**src/rtl/decode_stage_if.sv**
```systemverilog
// Fetch-to-decode handshake: fetch presents a beat, decode reports whether it takes it.
interface decode_stage_if;
  logic        if_valid;
  logic [31:0] if_pc;
  logic [31:0] if_insn;
  logic        de_ready;

  modport master (
    output if_valid,
    output if_pc,
    output if_insn,
    input  de_ready
  );

  modport slave (
    input  if_valid,
    input  if_pc,
    input  if_insn,
    output de_ready
  );
endinterface

```
**src/rtl/decode_stage.sv**
```systemverilog
// RV32I decode stage: holding register H feeds combinational decode and operand select,
// output register O carries the decoded payload to execute.
module decode_stage (
  input  logic          clk,
  input  logic          reset_n,
  decode_stage_if.slave fetch,
  output logic [4:0]    de_rs1,
  output logic [4:0]    de_rs2,
  input  logic [31:0]   rf_rdata1,
  input  logic [31:0]   rf_rdata2,
  input  logic          fwd_stall,
  input  logic [1:0]    fwd_rs1,
  input  logic [1:0]    fwd_rs2,
  input  logic [31:0]   ex_fwd_data,
  input  logic [31:0]   mem_fwd_data,
  input  logic          ex_ready,
  input  logic          flush,
  output logic          ex_valid_o,
  output logic [31:0]   ex_pc,
  output logic [4:0]    ex_rd,
  output logic [31:0]   ex_op1,
  output logic [31:0]   ex_op2,
  output logic [31:0]   ex_imm,
  output logic [6:0]    ex_opcode,
  output logic [2:0]    ex_funct3,
  output logic          ex_funct7b5,
  output logic          ex_mem_read,
  output logic          ex_mem_write,
  output logic          ex_reg_write,
  output logic          ex_illegal
);

  // fwd_rs1/fwd_rs2 bit positions: {ex, mem}
  localparam int unsigned FwdEx  = 1;
  localparam int unsigned FwdMem = 0;

  localparam logic [6:0] OpcLui    = 7'b0110111;
  localparam logic [6:0] OpcAuipc  = 7'b0010111;
  localparam logic [6:0] OpcJal    = 7'b1101111;
  localparam logic [6:0] OpcJalr   = 7'b1100111;
  localparam logic [6:0] OpcBranch = 7'b1100011;
  localparam logic [6:0] OpcLoad   = 7'b0000011;
  localparam logic [6:0] OpcStore  = 7'b0100011;
  localparam logic [6:0] OpcOpImm  = 7'b0010011;
  localparam logic [6:0] OpcOp     = 7'b0110011;
  localparam logic [6:0] OpcFence  = 7'b0001111;
  localparam logic [6:0] OpcSystem = 7'b1110011;

  typedef struct packed {
    logic [31:0] pc;
    logic [4:0]  rd;
    logic [31:0] op1;
    logic [31:0] op2;
    logic [31:0] imm;
    logic [6:0]  opcode;
    logic [2:0]  funct3;
    logic        funct7b5;
    logic        mem_read;
    logic        mem_write;
    logic        reg_write;
    logic        illegal;
  } payload_t;

  logic        h_valid_q, h_valid_d;
  logic [31:0] h_pc_q, h_pc_d;
  logic [31:0] h_insn_q, h_insn_d;
  logic        o_valid_q, o_valid_d;
  payload_t    o_q, o_d;

  logic        out_free;
  logic        advance;
  logic        accept;

  logic        use_rs1, use_rs2, use_rd;
  logic        is_load, is_store, is_illegal;
  logic [31:0] imm;
  logic [6:0]  opc;
  payload_t    dec;

  assign opc = h_insn_q[6:0];

  always_comb begin
    use_rs1    = 1'b0;
    use_rs2    = 1'b0;
    use_rd     = 1'b0;
    is_load    = 1'b0;
    is_store   = 1'b0;
    is_illegal = 1'b0;
    imm        = 32'h0;
    case (opc)
      OpcLui, OpcAuipc: begin
        use_rd = 1'b1;
        imm    = {h_insn_q[31:12], 12'h000};
      end
      OpcJal: begin
        use_rd = 1'b1;
        imm    = {{12{h_insn_q[31]}}, h_insn_q[19:12], h_insn_q[20], h_insn_q[30:21], 1'b0};
      end
      OpcJalr, OpcOpImm: begin
        use_rs1 = 1'b1;
        use_rd  = 1'b1;
        imm     = {{21{h_insn_q[31]}}, h_insn_q[30:20]};
      end
      OpcLoad: begin
        use_rs1 = 1'b1;
        use_rd  = 1'b1;
        is_load = 1'b1;
        imm     = {{21{h_insn_q[31]}}, h_insn_q[30:20]};
      end
      OpcBranch: begin
        use_rs1 = 1'b1;
        use_rs2 = 1'b1;
        imm     = {{20{h_insn_q[31]}}, h_insn_q[7], h_insn_q[30:25], h_insn_q[11:8], 1'b0};
      end
      OpcStore: begin
        use_rs1  = 1'b1;
        use_rs2  = 1'b1;
        is_store = 1'b1;
        imm      = {{21{h_insn_q[31]}}, h_insn_q[30:25], h_insn_q[11:7]};
      end
      OpcOp: begin
        use_rs1 = 1'b1;
        use_rs2 = 1'b1;
        use_rd  = 1'b1;
      end
      OpcFence, OpcSystem: begin
        imm = {{21{h_insn_q[31]}}, h_insn_q[30:20]};
      end
      default: is_illegal = 1'b1;
    endcase
  end

  // Source indices come from H only, so a held or empty slot never raises a false hazard.
  assign de_rs1 = (reset_n && h_valid_q && use_rs1) ? h_insn_q[19:15] : 5'd0;
  assign de_rs2 = (reset_n && h_valid_q && use_rs2) ? h_insn_q[24:20] : 5'd0;

  always_comb begin
    dec           = '0;
    dec.pc        = h_pc_q;
    dec.rd        = use_rd ? h_insn_q[11:7] : 5'd0;
    dec.imm       = imm;
    dec.opcode    = opc;
    dec.funct3    = h_insn_q[14:12];
    dec.funct7b5  = h_insn_q[30];
    dec.mem_read  = is_load;
    dec.mem_write = is_store;
    dec.reg_write = use_rd;
    dec.illegal   = is_illegal;

    if (de_rs1 == 5'd0) begin
      dec.op1 = 32'h0;
    end else if (fwd_rs1[FwdEx]) begin
      dec.op1 = ex_fwd_data;
    end else if (fwd_rs1[FwdMem]) begin
      dec.op1 = mem_fwd_data;
    end else begin
      dec.op1 = rf_rdata1;
    end

    if (de_rs2 == 5'd0) begin
      dec.op2 = 32'h0;
    end else if (fwd_rs2[FwdEx]) begin
      dec.op2 = ex_fwd_data;
    end else if (fwd_rs2[FwdMem]) begin
      dec.op2 = mem_fwd_data;
    end else begin
      dec.op2 = rf_rdata2;
    end
  end

  assign out_free       = !o_valid_q || ex_ready;
  assign advance        = h_valid_q && !fwd_stall && out_free;
  assign fetch.de_ready = !reset_n || !h_valid_q || advance;
  assign accept         = fetch.if_valid && fetch.de_ready;

  always_comb begin
    h_valid_d = h_valid_q;
    h_pc_d    = h_pc_q;
    h_insn_d  = h_insn_q;
    o_valid_d = o_valid_q;
    o_d       = o_q;
    if (flush) begin
      // Redirect kills both slots and drops any beat arriving this cycle.
      h_valid_d = 1'b0;
      o_valid_d = 1'b0;
    end else begin
      if (accept) begin
        h_valid_d = 1'b1;
        h_pc_d    = fetch.if_pc;
        h_insn_d  = fetch.if_insn;
      end else if (advance) begin
        h_valid_d = 1'b0;
      end

      if (advance) begin
        o_valid_d = 1'b1;
        o_d       = dec;
      end else if (out_free) begin
        o_valid_d = 1'b0;
      end
    end
  end

  always_ff @(posedge clk) begin
    if (!reset_n) begin
      h_valid_q <= 1'b0;
      h_pc_q    <= 32'h0;
      h_insn_q  <= 32'h0;
      o_valid_q <= 1'b0;
      o_q       <= '0;
    end else begin
      h_valid_q <= h_valid_d;
      h_pc_q    <= h_pc_d;
      h_insn_q  <= h_insn_d;
      o_valid_q <= o_valid_d;
      o_q       <= o_d;
    end
  end

  assign ex_valid_o   = o_valid_q;
  assign ex_pc        = o_q.pc;
  assign ex_rd        = o_q.rd;
  assign ex_op1       = o_q.op1;
  assign ex_op2       = o_q.op2;
  assign ex_imm       = o_q.imm;
  assign ex_opcode    = o_q.opcode;
  assign ex_funct3    = o_q.funct3;
  assign ex_funct7b5  = o_q.funct7b5;
  assign ex_mem_read  = o_q.mem_read;
  assign ex_mem_write = o_q.mem_write;
  assign ex_reg_write = o_q.reg_write;
  assign ex_illegal   = o_q.illegal;

endmodule

```
**src/flat_wrapper.sv**
```systemverilog
// flat-port wrapper written by rule: the top's interface ports become plain ports
module decode_stage_flat 
  (clk, reset_n, de_rs1, de_rs2, rf_rdata1, rf_rdata2, fwd_stall, fwd_rs1, fwd_rs2, ex_fwd_data, mem_fwd_data, ex_ready, flush, ex_valid_o, ex_pc, ex_rd, ex_op1, ex_op2, ex_imm, ex_opcode, ex_funct3, ex_funct7b5, ex_mem_read, ex_mem_write, ex_reg_write, ex_illegal, fetch_if_valid, fetch_if_pc, fetch_if_insn, fetch_de_ready);
  decode_stage_if fetch_i ();
  input  logic clk;
  input  logic reset_n;
  output logic [4:0] de_rs1;
  output logic [4:0] de_rs2;
  input  logic [31:0] rf_rdata1;
  input  logic [31:0] rf_rdata2;
  input  logic fwd_stall;
  input  logic [1:0] fwd_rs1;
  input  logic [1:0] fwd_rs2;
  input  logic [31:0] ex_fwd_data;
  input  logic [31:0] mem_fwd_data;
  input  logic ex_ready;
  input  logic flush;
  output logic ex_valid_o;
  output logic [31:0] ex_pc;
  output logic [4:0] ex_rd;
  output logic [31:0] ex_op1;
  output logic [31:0] ex_op2;
  output logic [31:0] ex_imm;
  output logic [6:0] ex_opcode;
  output logic [2:0] ex_funct3;
  output logic ex_funct7b5;
  output logic ex_mem_read;
  output logic ex_mem_write;
  output logic ex_reg_write;
  output logic ex_illegal;
  input wire logic [$bits(fetch_i.if_valid)-1:0] fetch_if_valid;
  input wire logic [$bits(fetch_i.if_pc)-1:0] fetch_if_pc;
  input wire logic [$bits(fetch_i.if_insn)-1:0] fetch_if_insn;
  output wire logic [$bits(fetch_i.de_ready)-1:0] fetch_de_ready;
  assign fetch_i.if_valid = fetch_if_valid;
  assign fetch_i.if_pc = fetch_if_pc;
  assign fetch_i.if_insn = fetch_if_insn;
  assign fetch_de_ready = fetch_i.de_ready;
  decode_stage u_core (.clk(clk), .reset_n(reset_n), .fetch(fetch_i), .de_rs1(de_rs1), .de_rs2(de_rs2), .rf_rdata1(rf_rdata1), .rf_rdata2(rf_rdata2), .fwd_stall(fwd_stall), .fwd_rs1(fwd_rs1), .fwd_rs2(fwd_rs2), .ex_fwd_data(ex_fwd_data), .mem_fwd_data(mem_fwd_data), .ex_ready(ex_ready), .flush(flush), .ex_valid_o(ex_valid_o), .ex_pc(ex_pc), .ex_rd(ex_rd), .ex_op1(ex_op1), .ex_op2(ex_op2), .ex_imm(ex_imm), .ex_opcode(ex_opcode), .ex_funct3(ex_funct3), .ex_funct7b5(ex_funct7b5), .ex_mem_read(ex_mem_read), .ex_mem_write(ex_mem_write), .ex_reg_write(ex_reg_write), .ex_illegal(ex_illegal));
endmodule
```
**config.mk**
```make
export PLATFORM = sky130hd
export DESIGN_NAME = decode_stage_flat
export DESIGN_NICKNAME = d
export VERILOG_FILES = /design/src/rtl/decode_stage_if.sv /design/src/rtl/decode_stage.sv /design/src/flat_wrapper.sv
export SDC_FILE = /design/constraint.sdc
export NUM_CORES = 1
export LEC_CHECK = 0
export ABC_AREA = 0
export CAP_MARGIN = 20
export CORE_ASPECT_RATIO = 1.2
export CORE_MARGIN = 2
export CORE_UTILIZATION = 41
export DETAILED_ROUTE_END_ITERATION = 8
export PLACE_DENSITY = 0.76
export SKIP_LAST_GASP = 1
export SYNTH_ARGS = -nofsm -noshare
export SYNTH_HDL_FRONTEND = slang
export SYNTH_SLANG_ARGS = --single-unit
export TNS_END_PERCENT = 10
```
**constraint.sdc**
```tcl
create_clock -name clk -period 1.5 [get_ports clk]
set_input_delay 0.225 -clock clk [delete_from_list [all_inputs] [get_ports clk]]
set_output_delay 0.225 -clock clk [all_outputs]
set_load 0.02 [all_outputs]
```
=== Yosys cells after proc, flatten, opt, wreduce, memory -nomap -nowiden ===
Cells that the tools add are included.

* Register bits after elaboration: 214
* Bits in latches: 0
* Memory bits (writable): 0
* Memory bits (read-only): 0
* Input bits: 202
* Output and inout bits: 160
* Word-level logic and storage cells: 75
* Memories: 0

* Add/subtract/negate cells: 0
* Multipliers: 0
* Div/mod/pow operators: 0
* Order comparisons: 0
* Equal/unequal tests: 11
* Shift-type cells: 0
* Mux-type cells: 20
* Bitwise operators: 2
* Reductions and logical operators: 26

{| class="wikitable"
|+ Operators with widths
! operator !! number
|-
| two-way mux 32 bit || 6
|-
| case mux 32 bit (5 select lines) || 1
|-
| equality test 7 bit (second input constant) || 4
|-
| equality test 7 x 6 -> 1 bit (second input constant) || 3
|-
| two-way mux 5 bit || 3
|-
| equality test 7 x 5 -> 1 bit (second input constant) || 2
|-
| OR reduction 11 bit || 1
|-
| logical NOT 5 bit || 2
|-
| two-way mux 1 bit || 10
|-
| equality test 7 x 2 -> 1 bit (second input constant) || 1
|-
| equality test 7 x 4 -> 1 bit (second input constant) || 1
|-
| OR reduction 7 bit || 1
|-
| logical AND 1 bit || 6
|-
| OR reduction 6 bit || 1
|-
| OR reduction 5 bit || 1
|-
| logical NOT 1 bit || 4
|-
| AND reduction 2 bit || 2
|-
| nonzero test 2 bit || 2
|-
| OR reduction 2 bit || 2
|-
| logical OR 1 bit || 3
|-
| OR reduction 3 bit || 1
|-
| inverter 1 bit || 2
|}

=== Depth between registers and ports, before layout ===
* Word-level depth: 7
* Mapped depth: 7
* Depth with buffers taken out: 5

=== Worst setup path before layout ===
Ideal clock, no wire load.

* Kind: reg2reg
* Start point: reg u_core.o_valid_q (netlist: u_core.ex_valid_o)
* End point: reg u_core.h_insn_q[10]
* Setup time: 76 ps
* Data arrival time: 1,725 ps
* Data required time: 1,424 ps
* Path slack: -301 ps
* Cell stages (with the launch flop): 8
* Path buffers: 2
* Period minus slack after synthesis: 1,801 ps
* Cell sequence: dfxtp_1 > nor2b_1 > o211ai_1 > nor3b_1 > buf_2 > buf_2 > nand2_1 > a21boi_0

* Cells in the longest elaborated chain, start to end: 6

{| class="wikitable"
|+ Ends and longest elaborated chain
! item !! RTL line !! source
|-
| start: declaration || decode_stage.sv:67 || <nowiki>logic o_valid_q, o_valid_d;</nowiki>
|-
| start signal: assignment || decode_stage.sv:215 || <nowiki>o_valid_q <= o_valid_d;</nowiki>
|-
| logical NOT 1 bit || decode_stage.sv:171 || <nowiki>assign out_free = !o_valid_q || ex_ready;</nowiki>
|-
| logical OR 1 bit || decode_stage.sv:171 ||
|-
| logical AND 1 bit || decode_stage.sv:172 || <nowiki>assign advance = h_valid_q && !fwd_stall && out_free;</nowiki>
|-
| logical OR 1 bit || decode_stage.sv:173 || <nowiki>assign fetch.de_ready = !reset_n || !h_valid_q || advance;</nowiki>
|-
| via fetch_de_ready || flat_wrapper.sv:34 || <nowiki>output wire logic [$bits(fetch_i.de_ready)-1:0] fetch_de_ready;</nowiki>
|-
| logical AND 1 bit || decode_stage.sv:174 || <nowiki>assign accept = fetch.if_valid && fetch.de_ready;</nowiki>
|-
| AND reduction 2 bit (no line) || -- ||
|-
| end signal: assignment || decode_stage.sv:214 || <nowiki>h_insn_q <= h_insn_d;</nowiki>
|-
| end: declaration || decode_stage.sv:66 || <nowiki>logic [31:0] h_insn_q, h_insn_d;</nowiki>
|}

The timed path passes the listed nets, and every way through them passes these cells.
A chain may end at the register's enable or synchronous reset.

=== Final worst setup path ===
* Start point: reg u_core.h_insn_q[1]
* End point: out de_rs2[3]

* Cells in the longest elaborated chain, start to end: 5
* Elaborated cells on any way between the ends: 7
* Those cells by class: 3 x eq/ne; 2 x mux; 2 x reduce/logical

{| class="wikitable"
|+ Ends and longest elaborated chain
! item !! RTL line !! source
|-
| equality test 7 x 6 -> 1 bit / equality test 7 bit (equally long branches) || decode_stage.sv:90 || <nowiki>case (opc)</nowiki>
|-
| OR reduction 3 bit (no line) (*) || -- ||
|-
| two-way mux 1 bit (*) || decode_stage.sv:90 ||
|-
| logical AND 1 bit (*) || decode_stage.sv:135 || <nowiki>assign de_rs2 = (reset_n && h_valid_q && use_rs2) ? h_insn_q[24:20] : 5'd0;</nowiki>
|-
| two-way mux 5 bit (*) || decode_stage.sv:135 ||
|-
| end: declaration || flat_wrapper.sv:8 || <nowiki>output logic [4:0] de_rs2;</nowiki>
|}

Mark *: on every way between the ends. The rest lies on a longest branch, timed or not.

==> impl_metrics.env <==
export IMPL_maxClockFrequency_mhz=509.5
export IMPL_drt_iter0_markers=581
export IMPL_period_minus_slack_ns=1.963
export IMPL_synth_top_area_cell="dfxtp_1"
export IMPL_syn_to_final_growth_pct=56.46
export IMPL_status="finished, violations left"
export IMPL_cts_tree="yes"
export IMPL_avgSynthCellArea_um2=8.066
export IMPL_fin_crit_sh_pct=130.8
export IMPL_grt_overflow_total=0
export IMPL_met3WireLength_um=3277
export IMPL_grt_setup_unrepaired="true"
export IMPL_grt_max_degree=68
export IMPL_viasPerCell=5.173
export IMPL_fin_nets=1805
export IMPL_rr_endpoint="u_core.ex_op1[10]$_SDFFE_PN0P_"
export IMPL_p_total_uw=12830
export IMPL_synthCells=1218
export IMPL_yosysTopAreaCellShare_pct=43.61
export IMPL_layout_setup_ws_ns=-0.4625
export IMPL_fp_dieArea_um2=25220
export IMPL_final_core_util_pct=64.75
export IMPL_path_class="reg -> out"
export IMPL_fp_dieH_um=173.6
export IMPL_synthFlopType="dfxtp_1"
export IMPL_core_area_um2=23740
export IMPL_io_pins=362
export IMPL_synthTopCellsByArea="dfxtp_1 44%, nand2_1 11%, a21boi_0 7.6%"
export IMPL_crit_fanout=5
export IMPL_p_leak_uw=0.005793
export IMPL_path_delay_family="simple AND/OR/NAND/NOR gates"
export IMPL_cts_htree_levels=1
export IMPL_synthTopCellsByCount="290 x nand2_1, 214 x dfxtp_1, 100 x a21boi_0"
export IMPL_peakVddDrop_mv=0.7444
export IMPL_yosysWarnings=0
export IMPL_route_met2_wl_um=17020
export IMPL_r2r_worst_path_cells=8
export IMPL_violations="setup timing"
export IMPL_power_density_nw_per_um2=834.9
export IMPL_cp_arrival_ns=1.74
export IMPL_rows=62
export IMPL_synth_distinct_cells=53
export IMPL_clkLatencyLatePin_ns=0.51
export IMPL_cp_start_kind="register"
export IMPL_whs_endpoint="u_core.h_pc_q[0]$_SDFFE_PN0P_"
export IMPL_min_from="reset_n"
export IMPL_clock_tree_root_cell="clkbuf_16"
export IMPL_drcViolationCount=0
export IMPL_hpwl_um=24450
export IMPL_synth_fp_nets=1420
export IMPL_numCtsBuffers=21
export IMPL_synth_most_common_cell="nand2_1"
export IMPL_hold_path_depth=3
export IMPL_num_vias=10030
export IMPL_wl_per_cell_um=17.81
export IMPL_clock_sinks=214
export IMPL_min_path_type="in -> reg"
export IMPL_max_cap_violations=0
export IMPL_grtUsageTotal_pct=26.12
export IMPL_p_sw_share_pct=23.51
export IMPL_synth_area_um2=9824
export IMPL_critPathMaxStageDelay_ns=0.34
export IMPL_cts_buffer_depth=3
export IMPL_slew_headroom_pct=64.19
export IMPL_die_w_um=145.3
export IMPL_setup_worst_path_end_class="output port"
export IMPL_fin_tns_setup_ns=-74.05
export IMPL_p_sw_uw=3017
export IMPL_dr_pass1_iters=5
export IMPL_port_buffers=361
export IMPL_crit_chain="buf_6, and4bb_2, and3_4, buf_6, and2_4, buf_6"
export IMPL_cp_num_buf_inv=3
export IMPL_setup_viol=359
export IMPL_seq_area_frac_synth_pct=43.61
export IMPL_gp_congestion=0.8610
export IMPL_reg2reg_setup_slack_ns=-0.39
export IMPL_comb_power_share_pct=12.4
export IMPL_post_place_ws_ns=-0.6326
export IMPL_reg2reg_from="u_core.h_insn_q[6]$_SDFFE_PN0P_"
export IMPL_grt_pass1_vias=9849
export IMPL_antenna_found_initial=2
export IMPL_highest_layer="met5"
export IMPL_cp_common_cell="buf_6"
export IMPL_clk_pin_slew_ns=0.07
export IMPL_final_hold_violation_count=0
export IMPL_drtAntennaViolNets=0
export IMPL_async_reset_ff_share_pct=0
export IMPL_synth_edf_count=0
export IMPL_drt_wl_total_um=34520
export IMPL_grt_pass1_wl_um=53230
export IMPL_p_int_uw=9816
export IMPL_required_ns=1.27
export IMPL_seqPwrFrac_pct=45.4
export IMPL_initial_core_util_pct=41.39
export IMPL_met1_length_um=13220
export IMPL_crit_slowest_cell="dfxtp_2"
export IMPL_p_clk_share_pct=42.2
export IMPL_skew_ns=0.01653
export IMPL_slew_violations=0
export IMPL_tightest_slew_ns=0.5372
export IMPL_synth_seq_cells=214
export IMPL_drive_gt1_share_pct=13.16
export IMPL_diodes=0
==> layout make-up <==
type	count	area, µm²
clock buffers	31	644.4
clock inverters	7	63.81
fillers	1988	8367
inverters	5	18.77
multi-input cells	903	5290
flip-flops and latches	214	4299
well taps	320	400.4
repair buffers	458	4654
==> routing by layer <==
layer | global-route usage, % | up-vias
met5 | 0 | -
met3 | 9.079 | 58
li1 | - | 4878
met1 | 29.76 | 4699
met2 | 45.81 | 387
met4 | 8.415 | 4
==> metrics by stage <==
| stage | area, µm² | hold WS, ns | cells |
|---|---|---|---|
| global placement | 14180 | 0.4423 | 1882 |
| CTS | 15210 | 0.2283 | 1930 |
| global route | 15370 | 0.2470 | 1938 |
| detailed placement | 14180 | 0.4455 | 1882 |
| finish | 15370 | 0.2455 | 1938 |
| floorplan | 9862 | 0.3598 | 1218 |
==> power by group through the flow <==
stage	combinational (µW)	sequential (µW)	clock (µW)
floorplan	656	5950	0
global placement	1500	5950	0
detailed placement	1510	5950	0
CTS	1560	5820	5520
global route	1720	5830	5760
finish	1590	5830	5420
==> flip-flops by register name, summed over array words and instances, names as in the netlist <==
signal               count
u_core.h_valid_q         1
u_core.ex_rd             5
u_core.ex_reg_write      1
u_core.ex_valid_o        1
u_core.ex_funct3         3
u_core.ex_opcode         7
u_core.ex_op2           32
u_core.ex_mem_read       1
u_core.ex_illegal        1
u_core.ex_funct7b5       1
u_core.ex_pc            32
u_core.h_insn_q         32
u_core.ex_imm           32
u_core.ex_mem_write      1
u_core.ex_op1           32
u_core.h_pc_q           32
==> worst max-delay path by stage <==
stage	startpoint	endpoint	slack [ns]	cells past startpoint
after floorplan	u_core.ex_valid_o$_SDFFE_PP0P_	u_core.h_insn_q[10]$_SDFFE_PN0P_	-0.22	7
after CTS	u_core.h_insn_q[0]$_SDFFE_PN0P_	de_rs2[0]	-0.46	6
final	u_core.h_insn_q[1]$_SDFFE_PN0P_	de_rs2[3]	-0.46	6
after global routing	u_core.h_insn_q[1]$_SDFFE_PN0P_	de_rs2[0]	-0.52	6
after detailed placement	ex_ready	u_core.h_insn_q[5]$_SDFFE_PN0P_	-0.63	7
after global placement	ex_ready	u_core.h_insn_q[5]$_SDFFE_PN0P_	-0.51	7
==> cell usage in the layout (no fill, tap or decap), types with 4 or more instances in the layout <==
master	n
clkbuf_8	6
o21ai_1	15
nand3_1	11
o21ai_2	12
nor2_1	72
clkdlybuf4s50_1	341
and2_1	67
dfxtp_1	206
and2_4	10
o21ai_0	56
inv_1	5
clkinv_2	5
nor3b_1	4
a22oi_1	24
clkbuf_16	25
mux2i_1	64
a21oi_1	86
buf_12	15
nor2b_1	16
nand2_1	287
a21boi_1	28
buf_4	65
buf_6	26
a21boi_0	90
buf_2	4
dfxtp_2	6
==> cells by family after synthesis <==
logic type	Yosys count	share of synthesized area [%]
compound gates	332	21.84
simple gates	503	23.31
mux	64	6.521
flops	214	43.61
xor+xnor	2	0.1783
buf+inv	103	4.547
==> tightest hold or removal path, stage by stage <==
cell,delay (ns)
buf_4,0.14
buf_4,0.20
a21boi_0,0.13
==> what timing repair did <==
item | CTS | global route
cloned | 5 | 3
hold buffers | 0 | 0
hold endpoints to repair | 0 | 0
pin swaps | 24 | 11
resized for setup | 98 | 33
endpoints found under the setup margin | 366 | 365
setup buffers | 5 | 5
No activity file was read; power rests on OpenSTA's default activity.
